<file path="src/rtl/vmv_pkg.sv">
// Shared types and defaults for the vector-move issue controller.
// Latency: n/a (types and constants only).
// Backpressure: n/a.
package vmv_pkg;

    localparam int VMV_PIPE_LAT_DEF   = 4;
    localparam int VMV_FIFO_DEPTH_DEF = 8;

    // Issue FSM: idle, or one requester owns the datapath for a whole burst.
    typedef enum logic [1:0] {
        ST_IDLE   = 2'd0,
        ST_BURST0 = 2'd1,
        ST_BURST1 = 2'd2
    } vmv_state_t;

    // Side-band tag that travels next to each beat in the move datapath.
    typedef struct packed {
        logic valid;
        logic id;
        logic last;
    } vmv_tag_t;

endpackage

</file>
<file path="src/rtl/vmv_rsp_fifo.sv">
// Synchronous response FIFO holding {data, id, last}; full/empty flags.
// Latency: push visible on the read side the cycle after the push edge.
// Backpressure: push at full is dropped unless a pop happens in the same cycle.
//
// Ports: clk/rst (sync, active-high); push/push_data/push_id/push_last write side;
//        pop/pop_data/pop_id/pop_last read side (outputs zero when empty); full, empty.
module vmv_rsp_fifo
    import vmv_pkg::*;
#(
    parameter int DATA_W = 64,
    parameter int DEPTH  = VMV_FIFO_DEPTH_DEF
) (
    input  logic              clk,
    input  logic              rst,
    input  logic              push,
    input  logic [DATA_W-1:0] push_data,
    input  logic              push_id,
    input  logic              push_last,
    input  logic              pop,
    output logic [DATA_W-1:0] pop_data,
    output logic              pop_id,
    output logic              pop_last,
    output logic              full,
    output logic              empty
);

    localparam int AW    = $clog2(DEPTH);
    localparam int CNT_W = AW + 1;

    typedef struct packed {
        logic [DATA_W-1:0] data;
        logic              id;
        logic              last;
    } entry_t;

    entry_t            mem [DEPTH];
    entry_t            head;
    logic [AW-1:0]     wr_ptr;
    logic [AW-1:0]     rd_ptr;
    logic [CNT_W-1:0]  count;
    logic              do_push;
    logic              do_pop;

    assign full    = (count == CNT_W'(DEPTH));
    assign empty   = (count == '0);
    assign do_pop  = pop && !empty;
    // A pop in the same cycle frees the slot, so push at full is still legal then.
    assign do_push = push && (!full || do_pop);

    assign head     = mem[rd_ptr];
    assign pop_data = empty ? '0 : head.data;
    assign pop_id   = empty ? 1'b0 : head.id;
    assign pop_last = empty ? 1'b0 : head.last;

    always_ff @(posedge clk) begin
        if (do_push) begin
            mem[wr_ptr] <= '{data: push_data, id: push_id, last: push_last};
        end
    end

    always_ff @(posedge clk) begin
        if (rst) begin
            wr_ptr <= '0;
            rd_ptr <= '0;
            count  <= '0;
        end else begin
            if (do_push) wr_ptr <= wr_ptr + 1'b1;
            if (do_pop)  rd_ptr <= rd_ptr + 1'b1;
            case ({do_push, do_pop})
                2'b10:   count <= count + 1'b1;
                2'b01:   count <= count - 1'b1;
                default: count <= count;
            endcase
        end
    end

endmodule

</file>
<file path="src/rtl/vmv_issue_ctrl.sv">
// Arbitrates two beat streams onto a fixed-latency move datapath and buffers results.
// Latency: issue to rsp_valid is PIPE_LAT+1 cycles minimum; grant takes one idle cycle.
// Backpressure: credit-based; requester ready drops when datapath + FIFO hold FIFO_DEPTH beats.
//
// Ports: clk, rst (sync, active-high); rq0_*/rq1_* requester valid/ready/data/last;
//        dp_in_valid/dp_in_vec issue to datapath; dp_out_valid/dp_out_vec datapath result;
//        rsp_valid/rsp_ready/rsp_data/rsp_id/rsp_last response stream; err_sticky protocol error.
// Build option: define VMV_ARB_RR_EN for round-robin arbitration (default: fixed priority, rq0 first).
module vmv_issue_ctrl
    import vmv_pkg::*;
#(
    parameter int DATA_W     = 64,
    parameter int PIPE_LAT   = VMV_PIPE_LAT_DEF,
    parameter int FIFO_DEPTH = VMV_FIFO_DEPTH_DEF
) (
    input  logic              clk,
    input  logic              rst,
    input  logic              rq0_valid,
    output logic              rq0_ready,
    input  logic [DATA_W-1:0] rq0_data,
    input  logic              rq0_last,
    input  logic              rq1_valid,
    output logic              rq1_ready,
    input  logic [DATA_W-1:0] rq1_data,
    input  logic              rq1_last,
    output logic              dp_in_valid,
    output logic [DATA_W-1:0] dp_in_vec,
    input  logic              dp_out_valid,
    input  logic [DATA_W-1:0] dp_out_vec,
    output logic              rsp_valid,
    input  logic              rsp_ready,
    output logic [DATA_W-1:0] rsp_data,
    output logic              rsp_id,
    output logic              rsp_last,
    output logic              err_sticky
);

    localparam int CW = $clog2(FIFO_DEPTH + 1);
    localparam int IW = $clog2(PIPE_LAT + 1);

    vmv_state_t                 state;
    vmv_tag_t [PIPE_LAT-1:0]    tag_q;
    vmv_tag_t                   tag_out;
    vmv_tag_t                   issue_tag;
    logic [CW-1:0]              credit;
    logic [IW-1:0]              ign_cnt;
    logic                       acc0;
    logic                       acc1;
    logic                       issue;
    logic                       gnt1;
    logic                       pop;
    logic                       fifo_full;
    logic                       fifo_empty;
    logic [DATA_W-1:0]          fifo_data;
    logic                       fifo_id;
    logic                       fifo_last;
    logic                       overflow;
    logic                       mismatch;
`ifdef VMV_ARB_RR_EN
    logic                       rr_ptr;
`endif

    // Readies are gated by rst so nothing is accepted in a reset cycle.
    assign rq0_ready = !rst && (state == ST_BURST0) && (credit != '0);
    assign rq1_ready = !rst && (state == ST_BURST1) && (credit != '0);

    assign acc0  = rq0_valid && rq0_ready;
    assign acc1  = rq1_valid && rq1_ready;
    assign issue = acc0 || acc1;

    assign dp_in_valid = issue;
    assign dp_in_vec   = acc0 ? rq0_data : (acc1 ? rq1_data : '0);

    assign issue_tag = '{valid: issue, id: acc1, last: acc0 ? rq0_last : (acc1 && rq1_last)};
    assign tag_out   = tag_q[PIPE_LAT-1];

`ifdef VMV_ARB_RR_EN
    assign gnt1 = rq1_valid && (!rq0_valid || rr_ptr);
`else
    assign gnt1 = rq1_valid && !rq0_valid;
`endif

    always_ff @(posedge clk) begin
        if (rst) begin
            state  <= ST_IDLE;
`ifdef VMV_ARB_RR_EN
            rr_ptr <= 1'b0;
`endif
        end else begin
            case (state)
                ST_IDLE: begin
                    if (rq0_valid || rq1_valid) begin
                        state <= gnt1 ? ST_BURST1 : ST_BURST0;
                    end
                end
                ST_BURST0: begin
                    if (acc0 && rq0_last) begin
                        state  <= ST_IDLE;
`ifdef VMV_ARB_RR_EN
                        rr_ptr <= 1'b1;
`endif
                    end
                end
                ST_BURST1: begin
                    if (acc1 && rq1_last) begin
                        state  <= ST_IDLE;
`ifdef VMV_ARB_RR_EN
                        rr_ptr <= 1'b0;
`endif
                    end
                end
                default: state <= ST_IDLE;
            endcase
        end
    end

    // Tag pipe mirrors the datapath so each result finds its id/last.
    always_ff @(posedge clk) begin
        if (rst) begin
            tag_q <= '0;
        end else begin
            tag_q[0] <= issue_tag;
            for (int i = 1; i < PIPE_LAT; i++) begin
                tag_q[i] <= tag_q[i-1];
            end
        end
    end

    // Credit covers beats in flight plus beats buffered, so a tagged arrival always fits.
    always_ff @(posedge clk) begin
        if (rst) begin
            credit <= CW'(FIFO_DEPTH);
        end else begin
            case ({issue, pop})
                2'b10:   credit <= credit - 1'b1;
                2'b01:   credit <= credit + 1'b1;
                default: credit <= credit;
            endcase
        end
    end

    // Beats issued before reset still drain out of the datapath for up to
    // PIPE_LAT cycles; their dp_out_valid pulses are not protocol errors.
    always_ff @(posedge clk) begin
        if (rst) begin
            ign_cnt <= IW'(PIPE_LAT);
        end else if (ign_cnt != '0) begin
            ign_cnt <= ign_cnt - 1'b1;
        end
    end

    assign overflow = tag_out.valid && fifo_full && !pop;
    assign mismatch = (dp_out_valid != tag_out.valid) && (ign_cnt == '0);

    always_ff @(posedge clk) begin
        if (rst) begin
            err_sticky <= 1'b0;
        end else if (overflow || mismatch) begin
            err_sticky <= 1'b1;
        end
    end

    vmv_rsp_fifo #(
        .DATA_W (DATA_W),
        .DEPTH  (FIFO_DEPTH)
    ) u_rsp_fifo (
        .clk       (clk),
        .rst       (rst),
        .push      (tag_out.valid),
        .push_data (dp_out_vec),
        .push_id   (tag_out.id),
        .push_last (tag_out.last),
        .pop       (pop),
        .pop_data  (fifo_data),
        .pop_id    (fifo_id),
        .pop_last  (fifo_last),
        .full      (fifo_full),
        .empty     (fifo_empty)
    );

    assign rsp_valid = !fifo_empty && !rst;
    assign pop       = rsp_valid && rsp_ready;
    assign rsp_data  = rsp_valid ? fifo_data : '0;
    assign rsp_id    = rsp_valid && fifo_id;
    assign rsp_last  = rsp_valid && fifo_last;

endmodule

</file>
<file path="config.mk">
export PLATFORM = sky130hd
export DESIGN_NAME = vmv_issue_ctrl
export DESIGN_NICKNAME = d
export VERILOG_FILES = /design/src/rtl/vmv_pkg.sv /design/src/rtl/vmv_rsp_fifo.sv /design/src/rtl/vmv_issue_ctrl.sv
export SDC_FILE = /design/constraint.sdc
export NUM_CORES = 1
export LEC_CHECK = 0
export BUFFER_PORTS_ARGS = -buffer_cell sky130_fd_sc_hd__buf_2
export CORE_UTILIZATION = 59
export CTS_BUF_LIST = sky130_fd_sc_hd__clkbuf_8
export CTS_CLUSTER_DIAMETER = 200
export DETAILED_ROUTE_END_ITERATION = 10
export PLACE_DENSITY = 0.82
export RECOVER_POWER = 100
export SETUP_SLACK_MARGIN = 0.5
export SYNTH_ARGS = -nofsm -noshare
export SYNTH_HDL_FRONTEND = slang
export SYNTH_SLANG_ARGS = --single-unit
</file>
<file path="constraint.sdc">
create_clock -name clk -period 7.8 [get_ports clk]
set_input_delay 0 -clock clk [delete_from_list [all_inputs] [get_ports clk]]
set_output_delay 0 -clock clk [all_outputs]
set_load 0.02 [all_outputs]
</file>
==> run metrics, run 1 <==
status finished, violations left; failing checks max-capacitance violations, max-slew violations; Max FO, Critical Path 69; postcts setup bufs 0; Post-synth EDFFs 528; Via density 5.92; hold endpoint tag_q[0]$_SDFF_PP0_; initial antenna violation count 22; syn nets 1299; Mean Syn Cell Area 20.4 um^2; Post-synth top flop edfxtp_1; final WL 52800 um; total chip power 5.74 mW; setup TNS 0 ns; vias in the first global route 12.7k; Slew HR -122%; Core Area 0.0368 mm^2; Synth Register Bits 563; drt initial violations 764; Max Root-Sink Buffers 3; clock buffer count from CTS 87; Die H 196 um; pwr/cell area 218 mW/mm^2; share of flip-flops with an asynchronous set or reset 0%; DIE AREA 0.0384 mm^2; Setup crit end kind output port; port bufs 334; register area 0.0166 mm^2; skew final 0.0207 ns; Layout area overhead 18.5%; most frequent cells in the layout 528 x edfxtp_1, 203 x clkbuf_1, 134 x buf_2; die width 196 um; CTS H-tree depth 3; first-pass GRT wire length 77500 um; RSZ-0062 raised after global routing false; final setup vio count 0; sequential area share after synthesis 74.6%; Startpoint Class primary input; FF-to-FF setup slack 3.12 ns; worst path required time 7.80 ns; # fillers 2334; final hold viol count 0; Initial Utilization 60.3%; gpl congestion 1.10; all-layer global routing usage 28.2%; HPWL after DPL 31700 um; Worst R2R End credit[3]$_SDFFE_PP1P_; router iterations before antenna repair 5; Root Buffer clkbuf_8; Fmax 188 MHz; mapped cell area 0.0222 mm^2; number of distinct library cells after synthesis 41; largest net degree at the start of global routing 77; clk sinks 563; Final #Nets 1742; Hold Path Class in2reg; commonest non-fill, non-tap cell in the layout edfxtp_1; arrival time worst endpoint 5.31 ns; clock latency on the worst-skew pair 0.63 ns; min-delay src rq0_last; Multi-input gate area 0.00527 mm^2; Tcrit/Tclk final 68.0%; io pins 335; Hold WS 0.195 ns; Slew @ Worst Pin 3.33 ns; gr ovfl total 0; CTS Hold Bufs 73; share of layout cells above drive strength 1 24.4%; routed via count 12.3k; # resized after CTS 0; reg2reg start credit[0]$_SDFFE_PP0P_; Max-cap violations 7; Ys Warns 0; post-synthesis cell count 1088; WL/cell 25.3 um; clock slew at reported path FFs 0.06 ns; antenna-violating nets left 0; Final Max Tran Viols 263; std cell rows 70; Worst Hold Depth 3; TritonCTS clock tree done; drt drc 0; Setup Crit Path Kind in2out; Leak Pwr 8.48 nW; Max VDD drop 0.133 mV; worst-case reg-to-reg path depth 12; crit path time final 5.31 ns
==> Yosys cell counts, types with 4 or more instances <==
cell type | n | area (um^2)
edfxtp_1 | 528 | 15900
mux4_2 | 132 | 2970
nor2_1 | 91 | 342
mux2i_1 | 70 | 701
a22o_1 | 65 | 569
dfxtp_1 | 35 | 701
buf_2 | 34 | 170
clkbuf_1 | 17 | 63.8
nor2b_1 | 14 | 87.6
buf_1 | 11 | 41.3
ha_1 | 10 | 125
inv_1 | 10 | 37.5
a21oi_1 | 8 | 40.0
nand2_1 | 8 | 30.0
nand2b_1 | 5 | 31.3
xor2_1 | 5 | 43.8
buf_6 | 4 | 45.0
xnor2_1 | 4 | 35.0
==> area by class of cell <==
cell class / count / share of cell area [%]
Clock inverter: 70 / 1.28
Antenna cell: 18 / 0.171
Inverter: 10 / 0.143
Sequential cell: 563 / 63.0
Timing Repair Buffer: 421 / 8.54
Clock buffer: 88 / 4.61
Tap cell: 468 / 2.23
Multi-Input combinational cell: 448 / 20.0
==> flip-flops by register name (all words and copies together), names as in the netlist, named ones only <==
name and cells:
credit 4, err_sticky 1, ign_cnt 3, state 2, tag_out 3, tag_q 9
u_rsp_fifo.count 4, u_rsp_fifo.mem 528, u_rsp_fifo.rd_ptr 3, u_rsp_fifo.wr_ptr 3
==> per-layer routing <==
metal	vias up	track usage, %	routed length (um)
li1	5387	-	-
met1	6230	34.2	19300
met2	586	47.8	26900
met3	136	4.66	3320
met4	0	17.5	3220
met5	-	0	0
==> metrics by stage <==
| step | worst slack, ns | instance area [um^2] | utilization [%] | std cells |
|---|---|---|---|---|
| floorplan | 1.84 | 22200 | - | 1088 |
| finish | 2.49 | 26300 | 71.5 | 2086 |
| global placement | 4.66 | 24300 | 66.1 | 1837 |
| CTS | 4.05 | 26600 | 72.3 | 2068 |
| detailed placement | 4.46 | 24300 | 66.1 | 1837 |
| global route | 2.08 | 26300 | 71.4 | 2081 |
==> worst max-delay path by stage <==
stage | start | endpoint | cells after the start
CTS | flip-flop | rsp_data[55] | 5
floorplan | u_rsp_fifo.count[1]$_SDFFE_PP0P_ | u_rsp_fifo.mem[0][0]$_DFFE_PP_ | 4
finish | rst | rsp_data[1] | 6
global route | rst | rsp_data[1] | 6
detailed placement | credit[0]$_SDFFE_PP0P_ | credit[3]$_SDFFE_PP1P_ | 11
global placement | credit[0]$_SDFFE_PP0P_ | credit[3]$_SDFFE_PP1P_ | 11
==> power by group <==
group	internal [mW]	total, mW	switching (mW)
combinational	0.0990	0.231	0.132
sequential	3.31	3.32	0.0105
clock	1.09	2.18	1.09
==> critical path, cell delays in order <==
cell	delay [ns]
dlygate4sd3_1	0.53
clkbuf_1	1.09
inv_1	0.37
nand2_1	2.45
nor2_1	0.48
clkbuf_1	0.32
==> logic make-up after synthesis <==
family	share of synthesized area, %
muxes	16.6
AOI/OAI and AO/OA	3.17
and+or+nand+nor	2.96
adders and majority gates	0.654
DFF	74.6
xor gates and xnor gates	0.355
buffers and inverters	1.64
(Power assumes the default switching activity.)
==> run 2, diff against run 1 <==
Settings changed: ABC_AREA from default to 1, CORE_UTILIZATION 59 to 54, PLACE_DENSITY 0.82 to 0.79.
Clock period 7.8 ns to 4.7 ns, I/O delays scaled along.
==> run 2 against run 1 <==
Compared with the run above:
- highest routed layer is now met5
- largest cell class unchanged
- register-to-register slack worse by 1.9 ns
- synthesized cell count grew 76%
- the run still ends with max-capacitance violations, max-slew violations left
- via count is 34% higher
- first-iteration DRC count rose by 110%
- clock skew grew 0.0096 ns
- clock power is 64% higher
- routed wire length is 9.2% higher
- sequential power grew 67%
- hold slack lost 0.12 ns
- die area up 14%
- worst setup slack got worse by 1.7 ns
==> run metrics, run 2 <==
min-delay src rq0_valid; leading area contributor after synthesis edfxtp_1; all-layer global routing usage 26.4%; postcts setup bufs 0; antenna-violating nets left 0; Hold Path Class in2reg; FF-to-FF setup slack 1.26 ns; Post-synth top flop edfxtp_1; RSZ-0062 raised after global routing false; gr ovfl total 0; Synth top area share 68.6%; Setup Crit Path Kind in2out; crit path launch rst; routed via count 16.5k; share of flip-flops with an asynchronous set or reset 0%; router iterations before antenna repair 5; Slew HR -29.0%; Largest Register u_rsp_fifo.mem; die width 209 um; clock buffer count from CTS 84; Layout Cells excl Fill 2926; CTS Hold Bufs 74; register area 0.0166 mm^2; std cell rows 75; HPWL after DPL 33400 um; status finished, violations left; Commonest cells post-synth 528 x edfxtp_1, 438 x nor2_1, 303 x o21ai_0; Multi-input gate area 0.00579 mm^2; Max-cap violations 6; worst path required time 4.70 ns; port bufs 334; crit path time final 3.90 ns; Root Buffer clkbuf_8; post-synthesis cell count 1918; TritonCTS clock tree done; number of distinct library cells after synthesis 28; Mean Syn Cell Area 12.0 um^2; clk sinks 563; setup ws final 0.800 ns; final setup vio count 0; pre-CTS WS 1.91 ns; clock slew at reported path FFs 0.06 ns; biggest regs u_rsp_fifo.mem: 528 flops, tag_q: 9 flops; # fillers 3185; Tcrit/Tclk final 83.0%; skew final 0.0304 ns; pwr/cell area 364 mW/mm^2; most frequent cells in the layout 528 x edfxtp_1, 431 x nor2_1, 311 x o21ai_0; Fmax 256 MHz; most used cell, CP clkbuf_1; layer carrying the most global-route usage met2; Synth Register Bits 563; largest net degree at the start of global routing 141; CP max stage delay 0.75 ns; Slew @ Worst Pin 1.94 ns; Core Area 0.0420 mm^2; Final #Nets 2526; placed insts 2694; crit-path cells dlygate4sd3_1 > clkbuf_1 > inv_1 > nand2_1 > clkinv_2 > clkbuf_2 > o21ai_0 > nor2_1 > clkbuf_1; Hold WS 0.0750 ns; # resized after CTS 0; Via density 5.65; GRT met1 Usage 32.0%; drt drc 0; GRT met2 Usage 45.5%; Max VDD drop 0.211 mV; Layout area overhead 17.4%; gpl congestion 0.927; Ys Warns 0; Final Max Tran Viols 202; Leak Pwr 9.52 nW; Synth area leaders edfxtp_1 69%, nor2_1 7.1%, o21ai_0 6.6%, dfxtp_1 3.0%, mux2i_1 2.9%; most frequent cell after synthesis edfxtp_1; Max Root-Sink Buffers 3; reg2reg start u_rsp_fifo.count[2]$_SDFFE_PP0P_; DIE AREA 0.0436 mm^2; Post-synth EDFFs 528; commonest non-fill, non-tap cell in the layout edfxtp_1; initial antenna violation count 11; Max FO, Critical Path 41; fin util 64.5%; Startpoint Class primary input; setup TNS 0 ns; syn nets 2129; final hold viol count 0; max reg flops 528; WL/cell 19.7 um; failing checks max-capacitance violations, max-slew violations; io pins 335; vias in the first global route 16.5k; CTS H-tree depth 3; share of layout cells above drive strength 1 12.0%; grt met3 use 4.28%; Initial Utilization 55.0%; first-pass GRT wire length 88100 um; drt initial violations 1623; CP max stage cell clkbuf_2; Setup crit end kind output port; clock latency on the worst-skew pair 0.64 ns; sequential area share after synthesis 71.6%; arrival time worst endpoint 3.90 ns; mapped cell area 0.0231 mm^2; final WL 57700 um; Die H 209 um
## run 2: stage by stage
step,power (mW),cell area (um^2)
after CTS,9.95,27400
after global placement,6.34,25200
after floorplan,6.09,23100
final,9.89,27100
after detailed placement,6.37,25200
after global routing,10.2,27100
## run 2: logic make-up (layout without fill, tap and decap cells)
family / Yosys count / count (layout) / share of synthesized area [%]
flip-flops: 563 / 563 / 71.6
other: 0 / 4 / 0
AND/OR/NAND/NOR: 683 / 683 / 11.5
adder cells (fa/ha/maj): 11 / 11 / 0.628
multiplexers: 66 / 66 / 2.86
buffers and inverters: 166 / 631 / 3.52
AO/OA/AOI/OAI: 420 / 420 / 9.49
XOR/XNOR: 9 / 9 / 0.341
## run 2: area by class of cell
cell class                 instances  share of cell area (%)
multi-input combinational       1189                    21.4
clock buffer                      84                    4.26
inverter                          42                   0.604
tap                              539                    2.49
timing repair buffer             435                    8.86
sequential                       563                    61.1
antenna                            4                  0.0369
clock inverter                    70                    1.32
## run 2: path summary, 6_finish.rpt
path	cells after the start	endpoint
worst min-delay path	4	tag_q[2]$_SDFF_PP0_
worst max register to register	9	u_rsp_fifo.mem[2][62]$_DFFE_PP_
worst max-delay path	9	rsp_data[0]
worst min register to register	2	tag_out[2]$_SDFF_PP0_
## run 2: power by group
part / total, mW / switching, mW / internal, mW
Combinational: 0.767 / 0.506 / 0.261
Clock: 3.58 / 1.79 / 1.79
Sequential: 5.54 / 0.0331 / 5.50
Total: 9.89 / 2.33 / 7.55
## run 2: metal layers
layer / vias up / share of wire, %
li1: 7664 / -
met2: 834 / 51
met5: - / 0.038
met4: 4 / 4.2
met3: 151 / 7.6
met1: 7886 / 37
## run 2: critical path: cells and delay by family
kind                   cells  cell delay [ns]
buffers and inverters      6             3.17
and+or+nand+nor            2             0.31
AOI/OAI and AO/OA          1             0.34
==> run 3, diff against run 2 <==
Settings changed: CORE_UTILIZATION 54 to 59, PLACE_DENSITY 0.79 to 0.82.
Clock period 4.7 ns to 3.9 ns, I/O delays scaled along.
==> run 3 against run 2 <==
Compared with the run above:
- the flow still finishes with violations (max-capacitance violations, max-slew violations)
- highest routed layer unchanged
- first-iteration DRC count shrank 15%
- global-route usage grew 2.5 points
- core utilization grew 5.9 points
- sequential cell count is the same
- largest cell class unchanged
==> run metrics, run 3 (synthesis gave the netlist of run 2 again) <==
CP max stage delay 1.05 ns; top sig layer met5; fin util 70.4%; antenna-violating nets left 0; Max Root-Sink Buffers 3; Leak Pwr 9.56 nW; final hold viol count 0; final setup vio count 0; gpl congestion 1.00; commonest non-fill, non-tap cell in the layout edfxtp_1; failing checks max-capacitance violations, max-slew violations; Worst R2R End u_rsp_fifo.mem[1][39]$_DFFE_PP_; CP max stage cell inv_1; # resized after CTS 0; postcts setup bufs 0; M1 WL 21100 um; crit path time final 3.46 ns; clock buffer count from CTS 85; Initial Utilization 59.8%; largest net degree at the start of global routing 175; first-pass GRT wire length 86300 um; die width 200 um; Worst Hold Depth 2; routed length on met3 4520 um; WP buf/inv 3; DIE AREA 0.0400 mm^2; initial antenna violation count 17; status finished, violations left; Fmax 289 MHz; Setup crit end kind output port; Final Max Tran Viols 90; pwr/cell area 439 mW/mm^2; io pins 335; Tcrit/Tclk final 88.7%; crit-path cells nor2_1 > nand2_1 > nand2_1 > inv_1 > buf_4 > o21ai_0 > nor2_1 > clkbuf_1; router iterations before antenna repair 8; std cell rows 72; Largest Register u_rsp_fifo.mem; routed via count 16.6k; Die H 200 um; hold endpoint u_rsp_fifo.mem[3][26]$_DFFE_PP_; total chip power 11.9 mW; worst-case reg-to-reg path depth 7; gr ovfl total 0; TritonCTS clock tree done; min-delay src dp_out_vec[24]; Core Area 0.0386 mm^2; crit path launch u_rsp_fifo.count[2]$_SDFFE_PP0P_; arrival time worst endpoint 3.46 ns; Slew @ Worst Pin 2.00 ns; max reg flops 528; clock latency on the worst-skew pair 0.62 ns; all-layer global routing usage 28.9%; skew final 0.0220 ns; Layout area overhead 17.8%; port bufs 334; Final #Nets 2531; reg2reg start u_rsp_fifo.count[2]$_SDFFE_PP0P_; HPWL after DPL 34300 um; Hold Path Class in2reg; met2 wire len 29900 um; Slew HR -33.2%; Via density 5.67; Max VDD drop 0.242 mV; drt drc 0; final WL 58200 um; Crit path max-delay family buffers and inverters; CTS H-tree depth 3; vias in the first global route 15.9k; share of layout cells above drive strength 1 12.1%; Startpoint Class flip-flop; FF-to-FF setup slack 0.55 ns; Setup Crit Path Kind reg2out; RSZ-0062 raised after global routing false; Max-cap violations 2; most frequent cells in the layout 528 x edfxtp_1, 430 x nor2_1, 303 x o21ai_0; Root Buffer clkbuf_8; WL/cell 19.9 um; drt initial violations 1387; clk sinks 563; setup TNS 0 ns; clock slew at reported path FFs 0.07 ns; Max FO, Critical Path 36; biggest regs u_rsp_fifo.mem: 528 flops, tag_q: 9 flops; worst path required time 3.90 ns
==> run 3: cell count changes in the layout (fill, tap and decap cells not counted), sizes merged <==
cell         change
buf              +4
clkbuf           +3
dlygate4sd3      +3
clkinvlp         -2
bufinv           -1
diode           +12
inv              -1
==> run 3: routing by layer <==
layer / vias up / GRT usage [%]
met2: 865 / 49.9
met4: 2 / 15.9
met5: - / 0
li1: 7688 / -
met1: 7880 / 34.4
met3: 143 / 5.14
==> run 3: final cells by class <==
class / count / area, um^2
repair buffers: 439 / 2470
clock buffers: 90 / 1240
well taps: 518 / 648
diodes: 16 / 40.0
fillers: 2687 / 11400
inverters: 42 / 160
flip-flops and latches: 563 / 16600
clock inverters: 66 / 300
multi-input cells: 1189 / 5800
==> run 3: repair_timing <==
item | 4_1_cts | 5_1_grt
endpoints found under the hold margin | 536 | 0
setup endpoints to repair | 0 | 0
hold buffers | 77 | 0
==> run 3: through the flow <==
stage / instances / hold slack (ns) / instance area [um^2] / setup slack, ns
2_1_floorplan: 1918 / 0.0989 / 23100 / -0.426
3_3_place_gp: 2674 / 0.258 / 25200 / 1.22
3_5_place_dp: 2674 / 0.260 / 25200 / 1.10
4_1_cts: 2907 / 0.147 / 27500 / 0.713
5_1_grt: 2921 / 0.256 / 27200 / 0.302
6_report: 2923 / 0.276 / 27200 / 0.440
==> run 3: report_power, final <==
part / internal, mW / leakage (nW) / total [mW] / switching (mW)
Sequential: 6.64 / 5.04 / 6.67 / 0.0362
Combinational: 0.322 / 3.66 / 0.933 / 0.611
Clock: 2.20 / 0.871 / 4.34 / 2.13
Total: 9.16 / 9.56 / 11.9 / 2.78
==> run 3: how the worst max path moves through the flow <==
stage	end	slack [ns]	cells after the start
2_1_floorplan	u_rsp_fifo.mem[0][0]$_DFFE_PP_	-0.43	8
3_3_place_gp	u_rsp_fifo.mem[2][38]$_DFFE_PP_	1.22	9
3_5_place_dp	u_rsp_fifo.mem[2][39]$_DFFE_PP_	1.10	9
4_1_cts	rsp_data[15]	0.71	6
5_1_grt	rsp_data[38]	0.30	7
6_report	rsp_data[17]	0.44	8
